File: src/rtl/hazard_pkg.sv
// Shared constants and shadow-pipeline entry types for the hazard
// scoreboard: forwarding codes, Tuse sentinel, MDU FSM states.
package hazard_pkg;

  localparam logic [1:0] FWD_RF = 2'd0;
  localparam logic [1:0] FWD_W  = 2'd1;
  localparam logic [1:0] FWD_M  = 2'd2;
  localparam logic [1:0] FWD_E  = 2'd3;

  // Tuse value meaning "operand not read"; never below any Tnew.
  localparam int unsigned TUSE_NONE = 3;

  typedef enum logic [1:0] {
    MDU_IDLE  = 2'd0,
    MDU_PEND  = 2'd1,
    MDU_COUNT = 2'd2
  } mdu_state_e;

  typedef struct packed {
    logic [4:0] rs;
    logic [4:0] rt;
    logic [4:0] dst;
    logic       we;
    logic       md_start;
    logic       md_div;
  } e_ent_t;

  typedef struct packed {
    logic [4:0] rt;
    logic [4:0] dst;
    logic       we;
  } m_ent_t;

  typedef struct packed {
    logic [4:0] dst;
    logic       we;
  } w_ent_t;

  // A stage supplies a source when it writes that nonzero register.
  function automatic logic hit(
    input logic [4:0] src,
    input logic [4:0] dst,
    input logic       we
  );
    return (src != 5'd0) && (src == dst) && we;
  endfunction

endpackage

File: src/rtl/hazard_scoreboard_mdu.sv
// MDU busy tracker: IDLE -> PEND -> COUNT -> IDLE.
// Ports: clk_i, reset_i, e_start_i, e_div_i, flush_i -> busy_o.
module mdu_busy_tracker
  import hazard_pkg::*;
#(
  parameter int MULT_CYCLES = 5,
  parameter int DIV_CYCLES  = 10
) (
  input  logic clk_i,
  input  logic reset_i,
  input  logic e_start_i,
  input  logic e_div_i,
  input  logic flush_i,
  output logic busy_o
);

  localparam int MAXC =
    (DIV_CYCLES > MULT_CYCLES) ? DIV_CYCLES : MULT_CYCLES;
  localparam int CW = $clog2(MAXC + 1);

  mdu_state_e    state_q, state_d;
  logic [CW-1:0] cnt_q, cnt_d;
  logic          div_q, div_d;

  always_comb begin
    state_d = state_q;
    cnt_d   = cnt_q;
    div_d   = div_q;
    unique case (state_q)
      MDU_IDLE: begin
        // A start still in E is dropped when flushed.
        if (e_start_i && !flush_i) begin
          state_d = MDU_PEND;
          div_d   = e_div_i;
        end
      end
      MDU_PEND: begin
        state_d = MDU_COUNT;
        cnt_d   = div_q ? CW'(DIV_CYCLES - 1)
                        : CW'(MULT_CYCLES - 1);
      end
      MDU_COUNT: begin
        cnt_d = cnt_q - CW'(1);
        // Leave as the count reaches zero.
        if (cnt_q <= CW'(1)) begin
          state_d = MDU_IDLE;
          cnt_d   = '0;
        end
      end
      default: state_d = MDU_IDLE;
    endcase
  end

  always_ff @(posedge clk_i or posedge reset_i) begin
    if (reset_i) begin
      state_q <= MDU_IDLE;
      cnt_q   <= '0;
      div_q   <= 1'b0;
    end else begin
      state_q <= state_d;
      cnt_q   <= cnt_d;
      div_q   <= div_d;
    end
  end

  assign busy_o = (state_q != MDU_IDLE) | e_start_i;

endmodule

File: src/rtl/hazard_scoreboard.sv
// Hazard scoreboard: shadow E/M/W pipeline, stall/forward/flush control.
// Ports: D-stage operand info and flush in; enables, clears, fwd selects,
// md_busy and stall_cnt out.
module hazard_scoreboard
  import hazard_pkg::*;
#(
  parameter int MULT_CYCLES = 5,
  parameter int DIV_CYCLES  = 10,
  parameter int TNEW_W      = 2,
  parameter int CNT_W       = 32
) (
  input  logic              clk,
  input  logic              reset,
  input  logic [4:0]        rs_d,
  input  logic [4:0]        rt_d,
  input  logic [4:0]        dst_d,
  input  logic              we_d,
  input  logic [TNEW_W-1:0] tnew_d,
  input  logic [TNEW_W-1:0] tuse_rs_d,
  input  logic [TNEW_W-1:0] tuse_rt_d,
  input  logic              md_start_d,
  input  logic              md_div_d,
  input  logic              md_use_d,
  input  logic              flush,
  output logic              en_pc,
  output logic              en_d,
  output logic              clr_e,
  output logic              flush_d,
  output logic              flush_e,
  output logic              flush_m,
  output logic [1:0]        fwd_rs_d,
  output logic [1:0]        fwd_rt_d,
  output logic [1:0]        fwd_rs_e,
  output logic [1:0]        fwd_rt_e,
  output logic              fwd_rt_m,
  output logic              md_busy,
  output logic [CNT_W-1:0]  stall_cnt
);

  e_ent_t            e_q, e_d;
  m_ent_t            m_q, m_d;
  w_ent_t            w_q, w_d;
  logic [TNEW_W-1:0] e_tnew_q, e_tnew_d;
  logic [TNEW_W-1:0] m_tnew_q, m_tnew_d;
  logic [CNT_W-1:0]  cnt_q, cnt_d;

  logic e_rs, e_rt, m_rs, m_rt, w_rs, w_rt;
  logic xm_rs, xm_rt, xw_rs, xw_rt;
  logic e_tz, m_tz;
  logic stall_rs, stall_rt, stall;

  function automatic logic [TNEW_W-1:0] tdec(
    input logic [TNEW_W-1:0] t
  );
    return (t == '0) ? t : t - TNEW_W'(1);
  endfunction

  // Nearest match decides; a not-yet-ready result reads RF (stall covers).
  function automatic logic [1:0] fwd_sel(
    input logic he, input logic ze,
    input logic hm, input logic zm,
    input logic hw
  );
    if (he)      return ze ? FWD_E : FWD_RF;
    else if (hm) return zm ? FWD_M : FWD_RF;
    else if (hw) return FWD_W;
    else         return FWD_RF;
  endfunction

  assign e_rs = hit(rs_d, e_q.dst, e_q.we);
  assign e_rt = hit(rt_d, e_q.dst, e_q.we);
  assign m_rs = hit(rs_d, m_q.dst, m_q.we);
  assign m_rt = hit(rt_d, m_q.dst, m_q.we);
  assign w_rs = hit(rs_d, w_q.dst, w_q.we);
  assign w_rt = hit(rt_d, w_q.dst, w_q.we);

  assign xm_rs = hit(e_q.rs, m_q.dst, m_q.we);
  assign xm_rt = hit(e_q.rt, m_q.dst, m_q.we);
  assign xw_rs = hit(e_q.rs, w_q.dst, w_q.we);
  assign xw_rt = hit(e_q.rt, w_q.dst, w_q.we);

  assign e_tz = (e_tnew_q == '0);
  assign m_tz = (m_tnew_q == '0);

  assign stall_rs = (e_rs && (tuse_rs_d < e_tnew_q))
                 || (m_rs && (tuse_rs_d < m_tnew_q));
  assign stall_rt = (e_rt && (tuse_rt_d < e_tnew_q))
                 || (m_rt && (tuse_rt_d < m_tnew_q));
  assign stall    = stall_rs | stall_rt | (md_use_d & md_busy);

  assign en_pc   = ~stall | flush;
  assign en_d    = ~stall;
  assign clr_e   = stall;
  assign flush_d = flush;
  assign flush_e = flush;
  assign flush_m = flush;

  assign fwd_rs_d = fwd_sel(e_rs, e_tz, m_rs, m_tz, w_rs);
  assign fwd_rt_d = fwd_sel(e_rt, e_tz, m_rt, m_tz, w_rt);
  assign fwd_rs_e = fwd_sel(1'b0, 1'b0, xm_rs, m_tz, xw_rs);
  assign fwd_rt_e = fwd_sel(1'b0, 1'b0, xm_rt, m_tz, xw_rt);
  assign fwd_rt_m = hit(m_q.rt, w_q.dst, w_q.we);

  assign stall_cnt = cnt_q;

  always_comb begin
    e_d      = '0;
    e_tnew_d = '0;
    m_d      = '0;
    m_tnew_d = '0;
    w_d      = '{dst: m_q.dst, we: m_q.we};
    cnt_d    = cnt_q;
    // Flush bubbles E and M and overrides any stall bubble.
    if (!flush) begin
      m_d      = '{rt: e_q.rt, dst: e_q.dst, we: e_q.we};
      m_tnew_d = tdec(e_tnew_q);
      if (!stall) begin
        e_d = '{rs: rs_d, rt: rt_d, dst: dst_d, we: we_d,
                md_start: md_start_d, md_div: md_div_d};
        e_tnew_d = tnew_d;
      end else if (cnt_q != {CNT_W{1'b1}}) begin
        cnt_d = cnt_q + CNT_W'(1);
      end
    end
  end

  always_ff @(posedge clk or posedge reset) begin
    if (reset) begin
      e_q      <= '0;
      e_tnew_q <= '0;
      m_q      <= '0;
      m_tnew_q <= '0;
      w_q      <= '0;
      cnt_q    <= '0;
    end else begin
      e_q      <= e_d;
      e_tnew_q <= e_tnew_d;
      m_q      <= m_d;
      m_tnew_q <= m_tnew_d;
      w_q      <= w_d;
      cnt_q    <= cnt_d;
    end
  end

  mdu_busy_tracker #(
    .MULT_CYCLES (MULT_CYCLES),
    .DIV_CYCLES  (DIV_CYCLES)
  ) u_mdu (
    .clk_i     (clk),
    .reset_i   (reset),
    .e_start_i (e_q.md_start),
    .e_div_i   (e_q.md_div),
    .flush_i   (flush),
    .busy_o    (md_busy)
  );

endmodule

File: config.mk
export PLATFORM = sky130hd
export DESIGN_NAME = hazard_scoreboard
export DESIGN_NICKNAME = d
export VERILOG_FILES = /design/src/rtl/hazard_pkg.sv /design/src/rtl/hazard_scoreboard_mdu.sv /design/src/rtl/hazard_scoreboard.sv
export SDC_FILE = /design/constraint.sdc
export NUM_CORES = 1
export LEC_CHECK = 0
export ABC_AREA = 1
export BUFFER_PORTS_ARGS = -buffer_cell sky130_fd_sc_hd__clkbuf_2
export CAP_MARGIN = 15
export CELL_PAD_IN_SITES_DETAIL_PLACEMENT = 0
export CELL_PAD_IN_SITES_GLOBAL_PLACEMENT = 1
export CORE_MARGIN = 5
export CORE_UTILIZATION = 44
export CTS_CLUSTER_DIAMETER = 80
export DETAILED_ROUTE_END_ITERATION = 16
export PLACE_DENSITY_LB_ADDON = 0.1
export REMOVE_ABC_BUFFERS = 1
export SYNTH_ARGS = -nofsm -noshare
export SYNTH_HDL_FRONTEND = slang
export SYNTH_SLANG_ARGS = --single-unit
File: constraint.sdc
create_clock -name clk -period 5.3 [get_ports clk]
set_input_delay 1.06 -clock clk [delete_from_list [all_inputs] [get_ports clk]]
set_output_delay 1.06 -clock clk [all_outputs]
set_load 0.005 [all_outputs]
# After elaboration in Yosys (flattened, before gate mapping)

Index checks and enable logic that the tools add are counted.

Output and inout port bits: 48
Bits in registers: 78
Word-level logic and storage cells: 116
Bits of input ports: 28

Bitwise logic cells: 7
Muxes and demuxes: 25
Magnitude comparators: 5
Add/sub/neg operators: 3
Reductions and logical operators: 43
Equal/unequal tests: 16

Operators by type and width:

| operator                                               | count |
|---|---|
| == test 5 bit                                          | 11 |
| 2-to-1 mux 18 bit                                      | 2 |
| adder 32 x 1 -> 32 bit (second input constant)         | 1 |
| inequality test 32 bit (second input constant)         | 1 |
| 2-to-1 mux 2 bit                                       | 14 |
| logical AND 1 bit                                      | 27 |
| nonzero test 5 bit                                     | 5 |
| 2-to-1 mux 11 bit                                      | 1 |
| less-than comparator 2 bit                             | 4 |
| 2-to-1 mux 4 bit                                       | 2 |
| case mux 4 bit (2 select lines)                        | 1 |
| zero test 2 bit                                        | 3 |
| case mux 2 bit (3 select lines)                        | 1 |
| <= comparator 4 x 1 -> 1 bit (second input constant)   | 1 |
| 2-to-1 mux 1 bit                                       | 4 |
| inequality test 2 x 1 -> 1 bit (second input constant) | 2 |
| bitwise OR 1 bit                                       | 4 |
| AND reduction 2 bit                                    | 2 |
| nonzero test 2 bit                                     | 2 |
| subtractor 4 x 1 -> 4 bit (second input constant)      | 1 |
| AND reduction 3 bit                                    | 1 |
| == test 2 x 1 -> 1 bit (second input constant)         | 1 |
| == test 2 bit (second input constant)                  | 1 |
| logical OR 1 bit                                       | 2 |
| other kinds (4)                                        | 5 |

# Logic depth before layout (Yosys ltp)

Gate-level depths: netlist of run 1.

Word-level depth: 9
Mapped depth: 15
Mapped depth without buffers: 13

# Cells and area by module

Synthesis of run 1 repeated with hierarchy kept, for this count alone.

Cells, all modules: 698
Area total of the unflattened synthesis: 5032.3 um2

By module, submodules not included:

| module            | area each (um2) | cells each | times used | sequential area each (um2) |
|---|---|---|---|---|
| hazard_scoreboard | 4589.4          | 639        | 1          | 1776.7 |
| mdu_busy_tracker  | 442.9           | 59         | 1          | 175.2 |

# Least setup slack after synthesis of run 1

Ideal clock, no wire load.

Path kind: input port to output port
From: input port tuse_rt_d[1]
To: output port en_pc
Arrival time: 2075 ps
Buffers on the path: 2
Data required time: 4240 ps
Path slack: 2165 ps
Cell stages on the path: 10
Cells stage by stage: ha_1 > o21a_1 > nor2_1 > nand3_1 > nand2_1 > inv_1 > nand2_2 > buf_6 > buf_4 > nand2_1

Word-level cells in the longest chain between the ends: 7
Elaborated cells on any way between the ends: 9
Classes of those cells: order compare (2); bitwise (4); reduce/logical (3)

Ends and longest elaborated chain:

| what                                                 | line                                             | source |
|---|---|---|
| start: declaration                                   | hazard_scoreboard.sv:20                          | `input logic [TNEW_W-1:0] tuse_rt_d,` |
| less-than comparator 2 bit, on equally long branches | hazard_scoreboard.sv:87, hazard_scoreboard.sv:88 |  |
| logical AND 1 bit, on equally long branches          | hazard_scoreboard.sv:87, hazard_scoreboard.sv:88 |  |
| logical OR 1 bit (*)                                 | hazard_scoreboard.sv:88                          | `\|\| (m_rt && (tuse_rt_d < m_tnew_q));` |
| bitwise OR 1 bit (*) (2 in a row)                    | hazard_scoreboard.sv:89                          | `assign stall = stall_rs \| stall_rt \| (md_use_d & md_busy);` |
| net clr_e                                            | hazard_scoreboard.sv:27                          | `output logic clr_e,` |
| NOT 1 bit (*)                                        | hazard_scoreboard.sv:91                          | `assign en_pc = ~stall \| flush;` |
| bitwise OR 1 bit (*)                                 | hazard_scoreboard.sv:91                          |  |
| end: declaration                                     | hazard_scoreboard.sv:25                          | `output logic en_pc,` |

Mark *: on every way through the listed nets, which the timed path passes. The rest lies on a longest branch.

# Worst setup path in the final report of run 1

From: input port rs_d[4]
To: output port en_d

Word-level cells in the longest chain between the ends: 8
Elaborated cells on any way between the ends: 13
Classes of those cells: eq/ne (2); bitwise (3); reduce/logical (8)

Ends and longest elaborated chain:

| what                                                       | line                                             | source |
|---|---|---|
| start: declaration                                         | hazard_scoreboard.sv:14                          | `input logic [4:0] rs_d,` |
| == test 5 bit / nonzero test 5 bit (equally long branches) | hazard_pkg.sv:45                                 | `return (src != 5'd0) && (src == dst) && we;` |
| logical AND 1 bit (2 in a row)                             | hazard_pkg.sv:45                                 |  |
| logical AND 1 bit, on equally long branches                | hazard_scoreboard.sv:85, hazard_scoreboard.sv:86 |  |
| logical OR 1 bit (*)                                       | hazard_scoreboard.sv:86                          | `\|\| (m_rs && (tuse_rs_d < m_tnew_q));` |
| bitwise OR 1 bit (*) (2 in a row)                          | hazard_scoreboard.sv:89                          |  |
| NOT 1 bit (*)                                              | hazard_scoreboard.sv:92                          | `assign en_d = ~stall;` |
| end: declaration                                           | hazard_scoreboard.sv:26                          | `output logic en_d,` |

Every way passes the cells marked *; elsewhere a longest branch is shown, timed or not.

==> key figures, run 1 <==
Synth
  • Syn Std Cell Area: 0.00491 sq mm
  • Post-synth ARST share: 1.00
  • Area share of the largest cell type after synthesis: 0.397
  • Mean area per synthesized cell: 7.11 sq um
  • Yosys warning count: 0
  • FF+latch count, synth: 78
  • Synth unique cells: 35
  • Register area share after synthesis: 0.397
  • Area leader, netlist: dfrtp_1
  • Top post-synthesis cells by area: dfrtp_1, nand2_1, inv_1
  • Count of flip-flops with a built-in enable after synthesis: 0
  • Top_reg_cell synth: dfrtp_1
  • Synth Instances: 691

Status
  • Status: finished, final reports clean

Route
  • DR vias: 4,610
  • DRT Pass-1 Iters: 4
  • DRC viols: 0
  • Initial drt markers: 291
  • Average wire per cell in the routed design: 14.6 um
  • Final wirelength: 13.2 mm
  • Antenna Nets Post-Route: 0
  • Vias per inst: 5.12

Cells and area
  • Layout cells sized above 1: 0.155
  • Most common cell after layout, fill and taps aside: nand2_1
  • # diodes: 0
  • Util after Layout: 0.511
  • Most frequent cells in the layout: nand2_1, inv_1, nor2_1
  • Final net count: 794
  • Area growth from synthesis to layout: 13.2%

Critical path
  • Worst endpoint required time: 4.24 ns
  • Critical path class: in -> out
  • Crit start category: input pin
  • CP Capture Type: output pin
  • Worst r2r path cells: 12
  • Critical path fanouts, max: 32
  • Worst EP arrival: 2.59 ns

Global route
  • Global-route wire length before repair: 21.9 mm
  • Total GRT Usage: 0.206
  • Initial antenna violation count: 0
  • Vias in the first global route: 4,563
  • GRT overflow: 0
  • Largest net degree at the start of global routing: 79

Floorplan
  • Core Footprint: 0.0109 sq mm
  • Chip Width: 116 um
  • Starting Density: 0.451
  • Die Ht: 116 um
  • Cell row count: 38
  • Top Ports: 76
  • Die ar.: 0.0134 sq mm

Clocking
  • Clk_lat worst skew: 0.37 ns
  • TritonCTS Buffers: 9
  • Clock Sinks: 78
  • TritonCTS clock tree: done
  • Longest Clk Path Bufs: 2
  • CTS Root Cell: clkbuf_8
  • Resized Gates After CTS: 0
  • H-tree Lvls: 3
  • Hold_buf cts: 0
  • Clk slew on worst S/H paths: 0.08 ns
  • Post-CTS Setup Inserts: 0

Timing
  • Slew @ Worst Pin: 1.02 ns
  • Relative slew slack: 0.322
  • WHS: 0.474 ns
  • Fin. Hold Viols: 0
  • Max Slew Vio Count: 0
  • Setup TNS Final: 0 ns
  • Tcrit/Tclk final: 0.688
  • Final setup fails: 0
  • Post-layout minimum cycle time: 3.65 ns
  • Worst Skew: 0.0132 ns
  • Final worst slack: 1.65 ns
  • RSZ-0062 raised after global routing: false
  • Max Freq: 274 MHz

Worst hold path
  • Worst Hold Path Cells: 1
  • Hold crit path type: reg -> reg

Place
  • Pre-CTS WS: 1.62 ns
  • Placer's final routability congestion estimate: 0.875
  • DP Wirelength: 9.63 mm
  • PortBufs: 75

Pwr
  • Total leakage power: 2.89 nW
  • VDD IR max: 132 uV
  • Power density cells: 297 mW/mm^2

Job
  • # Max-Cap Violations: 0
## through the flow
| stage | power [W] | area, sq um | instances |
|---|---|---|---|
| final | 0.00165 | 5560 | 901 |
| after global routing | 0.00177 | 5560 | 901 |
| after CTS | 0.00167 | 5560 | 901 |
| after detailed placement | 0.00114 | 5340 | 885 |
| after global placement | 0.00113 | 5340 | 885 |
| after floorplan | 0.000998 | 4760 | 667 |
## report_power, final
part	total (W)	switching, W	internal (W)
combinational	0.000398	0.000254	0.000144
clock	0.000525	0.000252	0.000273
sequential	0.000730	0.0000686	0.000662
## final cells by class
| class | count | area [sq um] |
|---|---|---|
| fillers | 1116 | 5320 |
| multi-input cells | 471 | 2370 |
| repair buffers | 78 | 398 |
| inverters | 118 | 444 |
| clock inverters | 7 | 105 |
| well taps | 140 | 175 |
| clock buffers | 9 | 124 |
| flip-flops and latches | 78 | 1950 |
## synthesized netlist by cell type, drive strengths merged, types with 2 or more instances
library cell / count
nand4: 45
inv: 118
dfrtp: 78
a22oi: 2
o31ai: 4
o2111ai: 4
nor2: 91
ha: 10
clkbuf: 8
nand2: 185
o211ai: 3
nand3: 47
a221oi: 4
nor4: 3
xnor2: 10
xor2: 15
o21ai: 9
buf: 16
a21oi: 13
or2: 2
a211oi: 2
o22ai: 5
nor3: 12
## registers in the layout, summed over array words and instances, names as in the netlist
name,flops
e_tnew_q,2
e_q,18
u_mdu.state_q,2
w_q,6
m_q,11
stall_cnt,32
u_mdu.cnt_q,4
m_tnew_q,2
u_mdu.div_q,1
## kinds of logic after synthesis
group	Yosys count	share of synthesized area
xor+xnor	25	0.0446
flops	78	0.397
fa+ha+maj	10	0.0255
compound gates	50	0.0670
buf+inv	142	0.121
mux	1	0.00229
simple gates	385	0.342
## per-layer routing
layer	share of wire	global-route usage	vias to the layer above	wire [um]
li1	-	-	2334	-
met1	0.44	0.252	2177	5740
met2	0.51	0.362	91	6760
met3	0.041	0.0402	8	538
met4	0.0086	0.0758	0	113
met5	0	0	-	0
## path summary, 6_finish.rpt
path | from | end | slack [ns]
min reg2reg | e_tnew_q[0] | m_tnew_q[0] | 0.47
min | e_tnew_q[0] | m_tnew_q[0] | 0.47
max | rs_d[4] | en_d | 1.65
max in group asynchronous | reset | w_q[1] | 3.66
max reg2reg | m_q[3] | stall_cnt[1] | 2.70
min in group asynchronous | reset | stall_cnt[0] | 0.96
## critical path: stages
cell and delay, ns:
clkbuf_2 0.11, inv_1 0.16, nand2_1 0.09, nor2_2 0.20, nor2_1 0.06, nand3_1 0.08, nand2_1 0.05, nor2_1 0.11
nand2_2 0.37, inv_1 0.17, clkbuf_2 0.13
Note: power is estimated with default switching activity, not from simulation.
==> inputs of run 2 (changes only) <==
--- a/config.mk
+++ b/config.mk
@@ -11,7 +11,7 @@
 export CELL_PAD_IN_SITES_DETAIL_PLACEMENT = 0
 export CELL_PAD_IN_SITES_GLOBAL_PLACEMENT = 1
 export CORE_MARGIN = 5
-export CORE_UTILIZATION = 44
+export CORE_UTILIZATION = 41
 export CTS_CLUSTER_DIAMETER = 80
 export DETAILED_ROUTE_END_ITERATION = 16
 export PLACE_DENSITY_LB_ADDON = 0.1
==> constraint.sdc (replaced) <==
create_clock -name clk -period 3.7 [get_ports clk]
set_input_delay 0.74 -clock clk [delete_from_list [all_inputs] [get_ports clk]]
set_output_delay 0.74 -clock clk [all_outputs]
set_load 0.005 [all_outputs]
==> key figures, run 2 (synthesized netlist as in run 1, its figures left out) <==
Job
  • # Max-Cap Violations: 0 (unchanged)

Timing
  • Relative slew slack: 0.446 (was 0.322)
  • RSZ-0062 raised after global routing: false (unchanged)
  • Worst Skew: 0.00839 ns (was 0.0132 ns)
  • Max Slew Vio Count: 0 (unchanged)
  • Setup TNS Final: 0 ns (unchanged)
  • Fin. Hold Viols: 0 (unchanged)
  • Max Freq: 343 MHz
  • Post-layout minimum cycle time: 2.92 ns
  • Tcrit/Tclk final: 0.788
  • Final setup fails: 0 (unchanged)
  • Slew @ Worst Pin: 0.829 ns (was 1.02 ns)

Place
  • DP Wirelength: 10.4 mm (was 9.63 mm)
  • Cell area after placement: 0.00537 sq mm (was 0.00534 sq mm)
  • Placer's final routability congestion estimate: 0.890 (was 0.875)
  • PortBufs: 75 (unchanged)

Route
  • Average wire per cell in the routed design: 15.2 um (was 14.6 um)
  • Vias per inst: 5.13 (was 5.12)
  • DRT Pass-1 Iters: 4 (unchanged)
  • Antenna Nets Post-Route: 0 (unchanged)
  • Final wirelength: 13.8 mm (was 13.2 mm)
  • DRC viols: 0 (unchanged)
  • Initial drt markers: 187 (was 291)
  • DR vias: 4,676 (was 4,610)

Floorplan
  • Core Footprint: 0.0119 sq mm (was 0.0109 sq mm)
  • Chip Width: 119 um (was 116 um)
  • Die Ht: 119 um (was 116 um)
  • Top Ports: 76 (unchanged)
  • Starting Density: 0.414 (was 0.451)
  • Die ar.: 0.0143 sq mm (was 0.0134 sq mm)
  • Cell row count: 40 (was 38)

Clocking
  • TritonCTS Buffers: 9 (unchanged)
  • TritonCTS clock tree: done (unchanged)
  • Clk slew on worst S/H paths: 0.06 ns (was 0.08 ns)
  • CTS Root Cell: clkbuf_16 (was clkbuf_8)
  • H-tree Lvls: 3 (unchanged)
  • Hold_buf cts: 0 (unchanged)
  • Resized Gates After CTS: 0 (unchanged)
  • Longest Clk Path Bufs: 2 (unchanged)
  • Clock Sinks: 78 (unchanged)
  • Post-CTS Setup Inserts: 0 (unchanged)
  • Clk_lat worst skew: 0.34 ns (was 0.37 ns)

Critical path
  • Worst r2r path cells: 11 (was 12)
  • Reg2Reg Setup Slack: 1.27 ns (was 2.70 ns)
  • Reg2reg end: e_q[12] (was stall_cnt[1])
  • Worst r2r src: m_q[3] (unchanged)
  • Buffers and inverters on the worst path: 4 (unchanged)
  • Crit start category: input pin (unchanged)
  • Critical path fanouts, max: 20 (was 32)
  • Worst endpoint required time: 2.96 ns (was 4.24 ns)
  • Slowest cell delay on critical path: 0.28 ns (was 0.37 ns)
  • Critical path class: in -> out (unchanged)
  • Worst EP arrival: 2.18 ns (was 2.59 ns)
  • CP Capture Type: output pin (unchanged)
  • CP top delay family: simple AND/OR/NAND/NOR gates (unchanged)
  • CP max stage cell: nand2_2 (unchanged)
  • Cell chain of the critical path: clkbuf_2, inv_2, nand3_1, nor2_2, nor2_1, nand3_1, nand2_1, nor2_1, nand2_2, inv_1, clkbuf_2 (was clkbuf_2, inv_1, nand2_1, nor2_2, nor2_1, nand3_1, nand2_1, nor2_1, nand2_2, inv_1, clkbuf_2)

Cells and area
  • # diodes: 0 (unchanged)
  • Final net count: 797 (was 794)
  • Area growth from synthesis to layout: 15.5% (was 13.2%)
  • Most frequent cells in the layout: nand2_1, inv_1, nor2_1 (unchanged)
  • Util after Layout: 0.478 (was 0.511)
  • Design area: 0.00567 sq mm (was 0.00556 sq mm)
  • Most common cell after layout, fill and taps aside: nand2_1 (unchanged)
  • Max reg flops: 32 (unchanged)
  • Layout cells sized above 1: 0.158 (was 0.155)
  • Filler cells: 1,227 (was 1,116)

Pwr
  • Logic gate share of total power: 0.227 (was 0.241)
  • Sw Share: 0.336 (was 0.348)
  • Total leakage power: 2.94 nW (was 2.89 nW)
  • Clock power frac: 0.361 (was 0.318)
  • Internal power: 0.00169 W (was 0.00108 W)
  • NetSw: 0.000858 W (was 0.000575 W)
  • Power density cells: 450 mW/mm^2 (was 297 mW/mm^2)
  • VDD IR max: 182 uV (was 132 uV)
  • Sequential share of power: 0.412 (was 0.442)

Worst hold path
  • Worst hold start: m_q[2] (was e_tnew_q[0])
  • Hold crit path type: reg -> reg (unchanged)
  • Worst Hold Path Cells: 0 (was 1)
  • Hold Path End: w_q[2] (was m_tnew_q[0])

Global route
  • Initial antenna violation count: 0 (unchanged)
  • Largest net degree at the start of global routing: 47 (was 79)
  • Vias in the first global route: 4,681 (was 4,563)
  • GRT overflow: 0 (unchanged)
  • Total GRT Usage: 0.196 (was 0.206)
  • Global-route wire length before repair: 22.6 mm (was 21.9 mm)

Status
  • Status: finished, final reports clean (unchanged)
run 2: cell count changes in the layout (fill, tap and decap cells not counted), sizes merged:
cell,delta
buf,+3
clkinv,+1
inv,-1
bufinv,-1
clkinvlp,+1
run 2: worst max path at each step:
stage	from	endpoint	slack (ns)	cells after the start
final	rs_d[3]	en_d	0.78	11
after global routing	rt_d[0]	en_d	0.56	11
after CTS	rt_d[0]	en_d	0.76	11
after detailed placement	rs_d[0]	en_d	0.77	11
after global placement	rs_d[3]	en_d	0.78	11
after floorplan	reset	e_q[0]	0.96	1
run 2: layout make-up:
class	count	area, sq um	share of cell area
Clock inverter	7	82.6	0.0146
Inverter	118	444	0.0783
Timing Repair Buffer	81	420	0.0741
Sequential cell	78	1950	0.344
Multi-Input combinational cell	471	2370	0.417
Clock buffer	9	225	0.0397
Tap cell	147	184	0.0324
run 2: metal layers:
layer | global-route usage | vias up | routed length [um]
met2 | 0.359 | 84 | 7200
met4 | 0.0687 | 0 | 274
met3 | 0.0266 | 22 | 409
met5 | 0 | - | 0
met1 | 0.232 | 2230 | 5920
li1 | - | 2340 | -
run 2: worst reg2reg max path, cell delays in order (launching register included):
cell,delay [ns]
dfrtp_1,0.52
inv_1,0.12
nand2_1,0.08
nand4_1,0.09
nor2_1,0.15
nand3_1,0.10
nand2_1,0.08
inv_1,0.04
nand2_2,0.34
inv_1,0.11
nand2_1,0.54
nor2_1,0.13
run 2: power by group through the flow:
stage / clock network (W) / logic [W] / registers [W]
finish: 0.000922 / 0.000580 / 0.00105
global route: 0.000972 / 0.000661 / 0.00106
CTS: 0.000939 / 0.000587 / 0.00105
detailed placement: 0 / 0.000584 / 0.00106
global placement: 0 / 0.000571 / 0.00106
floorplan: 0 / 0.000395 / 0.00104
run 2: stage by stage:
step	hold slack, ns	std cells	power [W]	setup slack [ns]
floorplan	0.388	667	0.00143	0.959
global placement	0.448	895	0.00163	0.785
detailed placement	0.453	895	0.00165	0.769
CTS	0.469	911	0.00258	0.763
global route	0.480	911	0.00270	0.562
finish	0.476	911	0.00255	0.784
